**src/rtl/msrh_freelist_pkg.sv**
```systemverilog
// Core-wide configuration shared by the rename-stage free lists.
// msrh_conf_pkg holds build knobs; msrh_pkg derives widths from them.
package msrh_conf_pkg;
    localparam int RV_BRU_ENTRY_SIZE = 4;
    localparam int DISP_SIZE         = 2;
endpackage

package msrh_pkg;
    localparam int FLIST_SIZE = 32;
    // IDs 0..31 are architectural; each dispatch lane owns FLIST_SIZE more.
    localparam int RNID_W =
        $clog2(32 + msrh_conf_pkg::DISP_SIZE * FLIST_SIZE);
endpackage

```
**src/rtl/msrh_freelist_if.sv**
```systemverilog
// Rename <-> free-list bundle: push/pop of RNIDs plus branch snapshots.
// master = rename stage, slave = free list.
interface msrh_freelist_if #(
    parameter int SIZE    = msrh_pkg::FLIST_SIZE,
    parameter int WIDTH   = msrh_pkg::RNID_W,
    parameter int BR_TAGS = msrh_conf_pkg::RV_BRU_ENTRY_SIZE
);
    localparam int CW = $clog2(SIZE) + 1;
    localparam int TW = $clog2(BR_TAGS);

    logic             i_push;
    logic [WIDTH-1:0] i_push_id;
    logic             i_pop;
    logic [WIDTH-1:0] o_pop_id;
    logic             o_is_empty;
    logic [CW-1:0]    o_count;
    logic             i_br_snap_valid;
    logic [TW-1:0]    i_br_snap_tag;
    logic             i_br_restore;
    logic [TW-1:0]    i_br_restore_tag;

    modport master (
        output i_push, i_push_id, i_pop,
        output i_br_snap_valid, i_br_snap_tag,
        output i_br_restore, i_br_restore_tag,
        input  o_pop_id, o_is_empty, o_count
    );

    modport slave (
        input  i_push, i_push_id, i_pop,
        input  i_br_snap_valid, i_br_snap_tag,
        input  i_br_restore, i_br_restore_tag,
        output o_pop_id, o_is_empty, o_count
    );
endinterface

```
**src/rtl/msrh_freelist.sv**
```systemverilog
// Circular free list of physical-register IDs with per-branch head
// snapshots so a mispredict can hand back everything renamed since.
module msrh_freelist #(
    parameter int SIZE    = msrh_pkg::FLIST_SIZE,
    parameter int WIDTH   = msrh_pkg::RNID_W,
    parameter int INIT    = 0,
    parameter int BR_TAGS = msrh_conf_pkg::RV_BRU_ENTRY_SIZE
) (
    input logic            i_clk,
    input logic            i_reset,
    msrh_freelist_if.slave fl
);
    localparam int AW = $clog2(SIZE);
    localparam int PW = AW + 1;

    logic [WIDTH-1:0] mem  [SIZE];
    logic [PW-1:0]    snap [BR_TAGS];
    logic [PW-1:0]    head;
    logic [PW-1:0]    tail;
    logic [PW-1:0]    head_nxt;

    // Restore overrides the pop; snapshots capture this same value.
    always_comb begin
        head_nxt = head + PW'(fl.i_pop);
        if (fl.i_br_restore) begin
            head_nxt = snap[fl.i_br_restore_tag];
        end
    end

    always_ff @(posedge i_clk) begin
        if (i_reset) begin
            head <= '0;
            tail <= PW'(SIZE);
            for (int k = 0; k < SIZE; k++) begin
                mem[k] <= WIDTH'(INIT + k);
            end
            for (int t = 0; t < BR_TAGS; t++) begin
                snap[t] <= '0;
            end
        end else begin
            head <= head_nxt;
            if (fl.i_push) begin
                mem[tail[AW-1:0]] <= fl.i_push_id;
                tail              <= tail + PW'(1);
            end
            if (fl.i_br_snap_valid) begin
                snap[fl.i_br_snap_tag] <= head_nxt;
            end
        end
    end

    assign fl.o_pop_id   = mem[head[AW-1:0]];
    assign fl.o_count    = tail - head;
    assign fl.o_is_empty = (head == tail);

    always_ff @(posedge i_clk) begin
        if (!i_reset) begin
            assert (!(fl.i_push && !fl.i_pop &&
                      fl.o_count == PW'(SIZE)));
        end
    end
endmodule

```
**src/flat_wrapper.sv**
```systemverilog
// flat-port wrapper written by rule: the top's interface ports become plain ports
module msrh_freelist_flat 
#(
    parameter int SIZE    = msrh_pkg::FLIST_SIZE,
    parameter int WIDTH   = msrh_pkg::RNID_W,
    parameter int INIT    = 0,
    parameter int BR_TAGS = msrh_conf_pkg::RV_BRU_ENTRY_SIZE
)
  (i_clk, i_reset, fl_i_push, fl_i_push_id, fl_i_pop, fl_i_br_snap_valid, fl_i_br_snap_tag, fl_i_br_restore, fl_i_br_restore_tag, fl_o_pop_id, fl_o_is_empty, fl_o_count);
  msrh_freelist_if #(.SIZE(SIZE), .WIDTH(WIDTH), .BR_TAGS(BR_TAGS)) fl_i ();
  input logic i_clk;
  input logic i_reset;
  input wire logic [$bits(fl_i.i_push)-1:0] fl_i_push;
  input wire logic [$bits(fl_i.i_push_id)-1:0] fl_i_push_id;
  input wire logic [$bits(fl_i.i_pop)-1:0] fl_i_pop;
  input wire logic [$bits(fl_i.i_br_snap_valid)-1:0] fl_i_br_snap_valid;
  input wire logic [$bits(fl_i.i_br_snap_tag)-1:0] fl_i_br_snap_tag;
  input wire logic [$bits(fl_i.i_br_restore)-1:0] fl_i_br_restore;
  input wire logic [$bits(fl_i.i_br_restore_tag)-1:0] fl_i_br_restore_tag;
  output wire logic [$bits(fl_i.o_pop_id)-1:0] fl_o_pop_id;
  output wire logic [$bits(fl_i.o_is_empty)-1:0] fl_o_is_empty;
  output wire logic [$bits(fl_i.o_count)-1:0] fl_o_count;
  assign fl_i.i_push = fl_i_push;
  assign fl_i.i_push_id = fl_i_push_id;
  assign fl_i.i_pop = fl_i_pop;
  assign fl_i.i_br_snap_valid = fl_i_br_snap_valid;
  assign fl_i.i_br_snap_tag = fl_i_br_snap_tag;
  assign fl_i.i_br_restore = fl_i_br_restore;
  assign fl_i.i_br_restore_tag = fl_i_br_restore_tag;
  assign fl_o_pop_id = fl_i.o_pop_id;
  assign fl_o_is_empty = fl_i.o_is_empty;
  assign fl_o_count = fl_i.o_count;
  msrh_freelist #(.SIZE(SIZE), .WIDTH(WIDTH), .INIT(INIT), .BR_TAGS(BR_TAGS)) u_core (.i_clk(i_clk), .i_reset(i_reset), .fl(fl_i));
endmodule
```
**config.mk**
```make
export PLATFORM = sky130hd
export DESIGN_NAME = msrh_freelist_flat
export DESIGN_NICKNAME = d
export VERILOG_FILES = /design/src/rtl/msrh_freelist_pkg.sv /design/src/rtl/msrh_freelist_if.sv /design/src/rtl/msrh_freelist.sv /design/src/flat_wrapper.sv
export SDC_FILE = /design/constraint.sdc
export NUM_CORES = 1
export LEC_CHECK = 0
export CELL_PAD_IN_SITES_DETAIL_PLACEMENT = 1
export CELL_PAD_IN_SITES_GLOBAL_PLACEMENT = 1
export CORE_MARGIN = 4
export CORE_UTILIZATION = 35
export DETAILED_ROUTE_END_ITERATION = 6
export GPL_TIMING_DRIVEN = 0
export HOLD_SLACK_MARGIN = 0.1
export PLACE_DENSITY = 0.65
export SYNTH_ARGS = -nofsm -noshare
export SYNTH_HDL_FRONTEND = slang
export SYNTH_SLANG_ARGS = --single-unit
```
**constraint.sdc**
```tcl
create_clock -name i_clk -period 6 [get_ports i_clk]
set_clock_uncertainty 0.05 [all_clocks]
set_input_delay 1.2 -clock i_clk [delete_from_list [all_inputs] [get_ports i_clk]]
set_output_delay 1.2 -clock i_clk [all_outputs]
set_load 0.03 [all_outputs]
```
==> impl_metrics.csv <==
group,metric,value,unit
worst_setup_path,worst-path-stages,8,
clock_tree,clk_pin_slew,0.06,ns
synth,synthDistinctLibCells,46,
synth,syn-instance-count,884,
routing,drc,0,
finish,final_area,14100,um^2
finish,final_cell_mix,"edfxtp_1, and2_1, or3_1",
timing,worst_pin_slew,0.927,ns
routing,vias,7617,
timing,post-route-period-util,0.820,
clock_tree,htree_num_levels,1,
timing,report.final.slew_viol_count,0,
placed_design,hpwl,25800,um
synth,async_reset_ff_frac,0,
pwr,leakagePower,4.58,nW
floorplan,die-area,38400,um^2
timing,period_needed,4.92,ns
worst_setup_path,crit_type,"register to primary output",
clock_tree,cts_sinks,260,
routing,drt_wl_total,36800,um
timing,hold_violations,0,
worst_setup_path,cp-start-kind,"register",
floorplan,std_cell_rows,68,
routing,drt_iter0_drc,708,
synth,ys_seq_elements,260,
worst_setup_path,worstReg2RegEnd,"u_core.mem[1][4]",
worst_setup_path,path_max_fanout,10,
worst_setup_path,endpoint,"fl_o_count[5]",
worst_setup_path,crit_arrival,3.67,ns
global_routing,overflow,0,
clock_tree,clock_latency,0.53,ns
global_routing,grt_pass1_vias,8182,
clock_tree,ctsHoldBuffers,0,
finish,area_delta_synth_final,14.1,%
finish,diodes,0,
finish,drive_gt1_frac,0.152,
pwr,vdd_drop_max,211,uV
global_routing,grt_max_degree,14,
synth,synth_seq_area_share,0.621,
placed_design,io_buffers,28,
worst_setup_path,worstPathRequired,4.75,ns
worst_setup_path,crit_family,"buffers and inverters",
synth,syn_nets,913,
pwr,power_density,300,nW/um^2
clock_tree,post-cts-setup-buffer-count,0,
floorplan,coreArea,34700,um^2
finish,nets,972,
global_routing,grt_usage,0.190,
synth,synth_edf_count,248,
worst_setup_path,slowest_stage,"buf_1",
global_routing,grt_pass1_wl,54200,um
synth,ys_warn_count,0,
worst_setup_path,worstSetupEndpointType,"primary output",
finish,post-route-util,0.407,
outcome,status,"completed",
routing,drtPass1Iterations,5,
floorplan,chipHeight,196,um
worst_hold_path,hold_class,"register to register",
clock_tree,cts_buffers,29,
placed_design,gp_congestion,0.819,
synth,syn_avg_cell_area,14.0,um^2
synth,syn-cell-area,12400,um^2
worst_setup_path,startpoint,"u_core.head[2]",
clock_tree,clockRootBuffer,"clkbuf_16",
clock_tree,cts.repair.resized,0,
routing,viasPerCell,5.36,
worst_setup_path,critical_path.cell_chain,"buf_2, buf_1, inv_1, ha_1, o21ai_0, a211o_1, o211ai_1, clkdlybuf4s50_1",
clock_tree,clk_path_buf_depth,3,
timing,timing.slew.headroom,0.382,
floorplan,start_util,0.357,
run,maxCapViolations,0,
finish,layout_commonest_cell,"edfxtp_1",
routing,ant_nets,0,
floorplan,ios,31,
worst_setup_path,path_buf_inv,4,
placed_design,post_dp_cell_area,13200,um^2
routing,wl_per_cell,25.9,um
floorplan,die_x,196,um
timing,setup_viol,0,
worst_setup_path,reg2reg_depth,5,
synth,ys.flop_type,"edfxtp_1",
timing,setup_tns,0,ns
worst_setup_path,slowest_delay,0.74,ns
timing,max_freq,203,MHz
clock_tree,cts_tree,"built",
global_routing,antenna_found_initial,1,
worst_setup_path,r2r_start,"u_core.tail[3]",
timing,rsz0062_at_grt,"false",
worst_setup_path,rrSetupSlack,3.62,ns
==> logic make-up (layout without fill, tap and decap cells) <==
group | after synthesis | count (layout) | synth area share
compound gates | 58 | 58 | 0.0335
xor+xnor | 10 | 10 | 0.00708
fa+ha+maj | 12 | 12 | 0.0127
buf+inv | 88 | 169 | 0.0365
flops | 260 | 260 | 0.621
mux | 81 | 81 | 0.116
simple gates | 375 | 375 | 0.173
==> metrics by stage <==
step           hold slack, ns  power [W]  instances  setup WS [ns]
6_report                0.539    0.00424       1420           1.08
2_1_floorplan           0.490    0.00238        884           2.78
4_1_cts                 0.553    0.00427       1420           1.06
5_1_grt                 0.587    0.00437       1420          0.876
3_5_place_dp            0.539    0.00258       1367           1.64
3_3_place_gp            0.527    0.00257       1367           1.59
==> power breakdown <==
group	switching, W	internal (W)
sequential	0.0000185	0.00203
combinational	0.000309	0.000180
clock	0.000721	0.000983
==> per-layer routing <==
metal  part of all wire  wire, um  track usage
met1               0.42     15300        0.253
met2               0.48     17800        0.317
met3              0.063      2300       0.0299
met4              0.036      1320       0.0657
met5                  0         0            0
==> cells in the mapped netlist, types with 6 or more instances <==
cell,n,share of area
buf_2,7,0.0028
mux2i_1,32,0.026
o221ai_1,13,0.0092
a21oi_1,15,0.0061
or2_2,34,0.017
nand3_1,6,0.0024
edfxtp_1,248,0.60
clkbuf_1,52,0.016
nand2_1,8,0.0024
inv_1,13,0.0039
dfxtp_1,12,0.019
xor2_1,6,0.0042
buf_4,7,0.0042
ha_1,11,0.011
nor2_1,72,0.022
or3_1,83,0.042
mux4_2,47,0.086
and2_1,144,0.073
a22oi_1,18,0.011
==> registers in the layout (all words and copies together), names as in the netlist <==
signal,cells
u_core.mem,224
u_core.snap,24
u_core.head,6
u_core.tail,6
==> worst min-delay path by stage <==
stage | startpoint | to | slack (ns) | cells after the start
finish | u_core.tail[0] | u_core.tail[0] | 0.54 | 2
global route | u_core.tail[0] | u_core.tail[0] | 0.59 | 2
CTS | u_core.tail[0] | u_core.tail[0] | 0.55 | 2
detailed placement | u_core.tail[0] | u_core.tail[0] | 0.54 | 2
global placement | u_core.tail[0] | u_core.tail[0] | 0.53 | 2
floorplan | u_core.tail[0] | u_core.tail[0] | 0.49 | 2
==> worst min-delay path: stages (launching register included) <==
cell and delay, ns:
dfxtp_1 0.36, xnor2_1 0.15, nor2_1 0.04
==> area by class of cell <==
class,count,area [um^2]
fill,3607,20600
buffer,75,403
clock buffer,39,813
timing repair buffer,28,280
inverter,13,48.8
sequential,260,7690
multi-input combinational,536,4240
tap,455,569
clock inverter,14,87.6
Power figures use the tool's default switching activity.
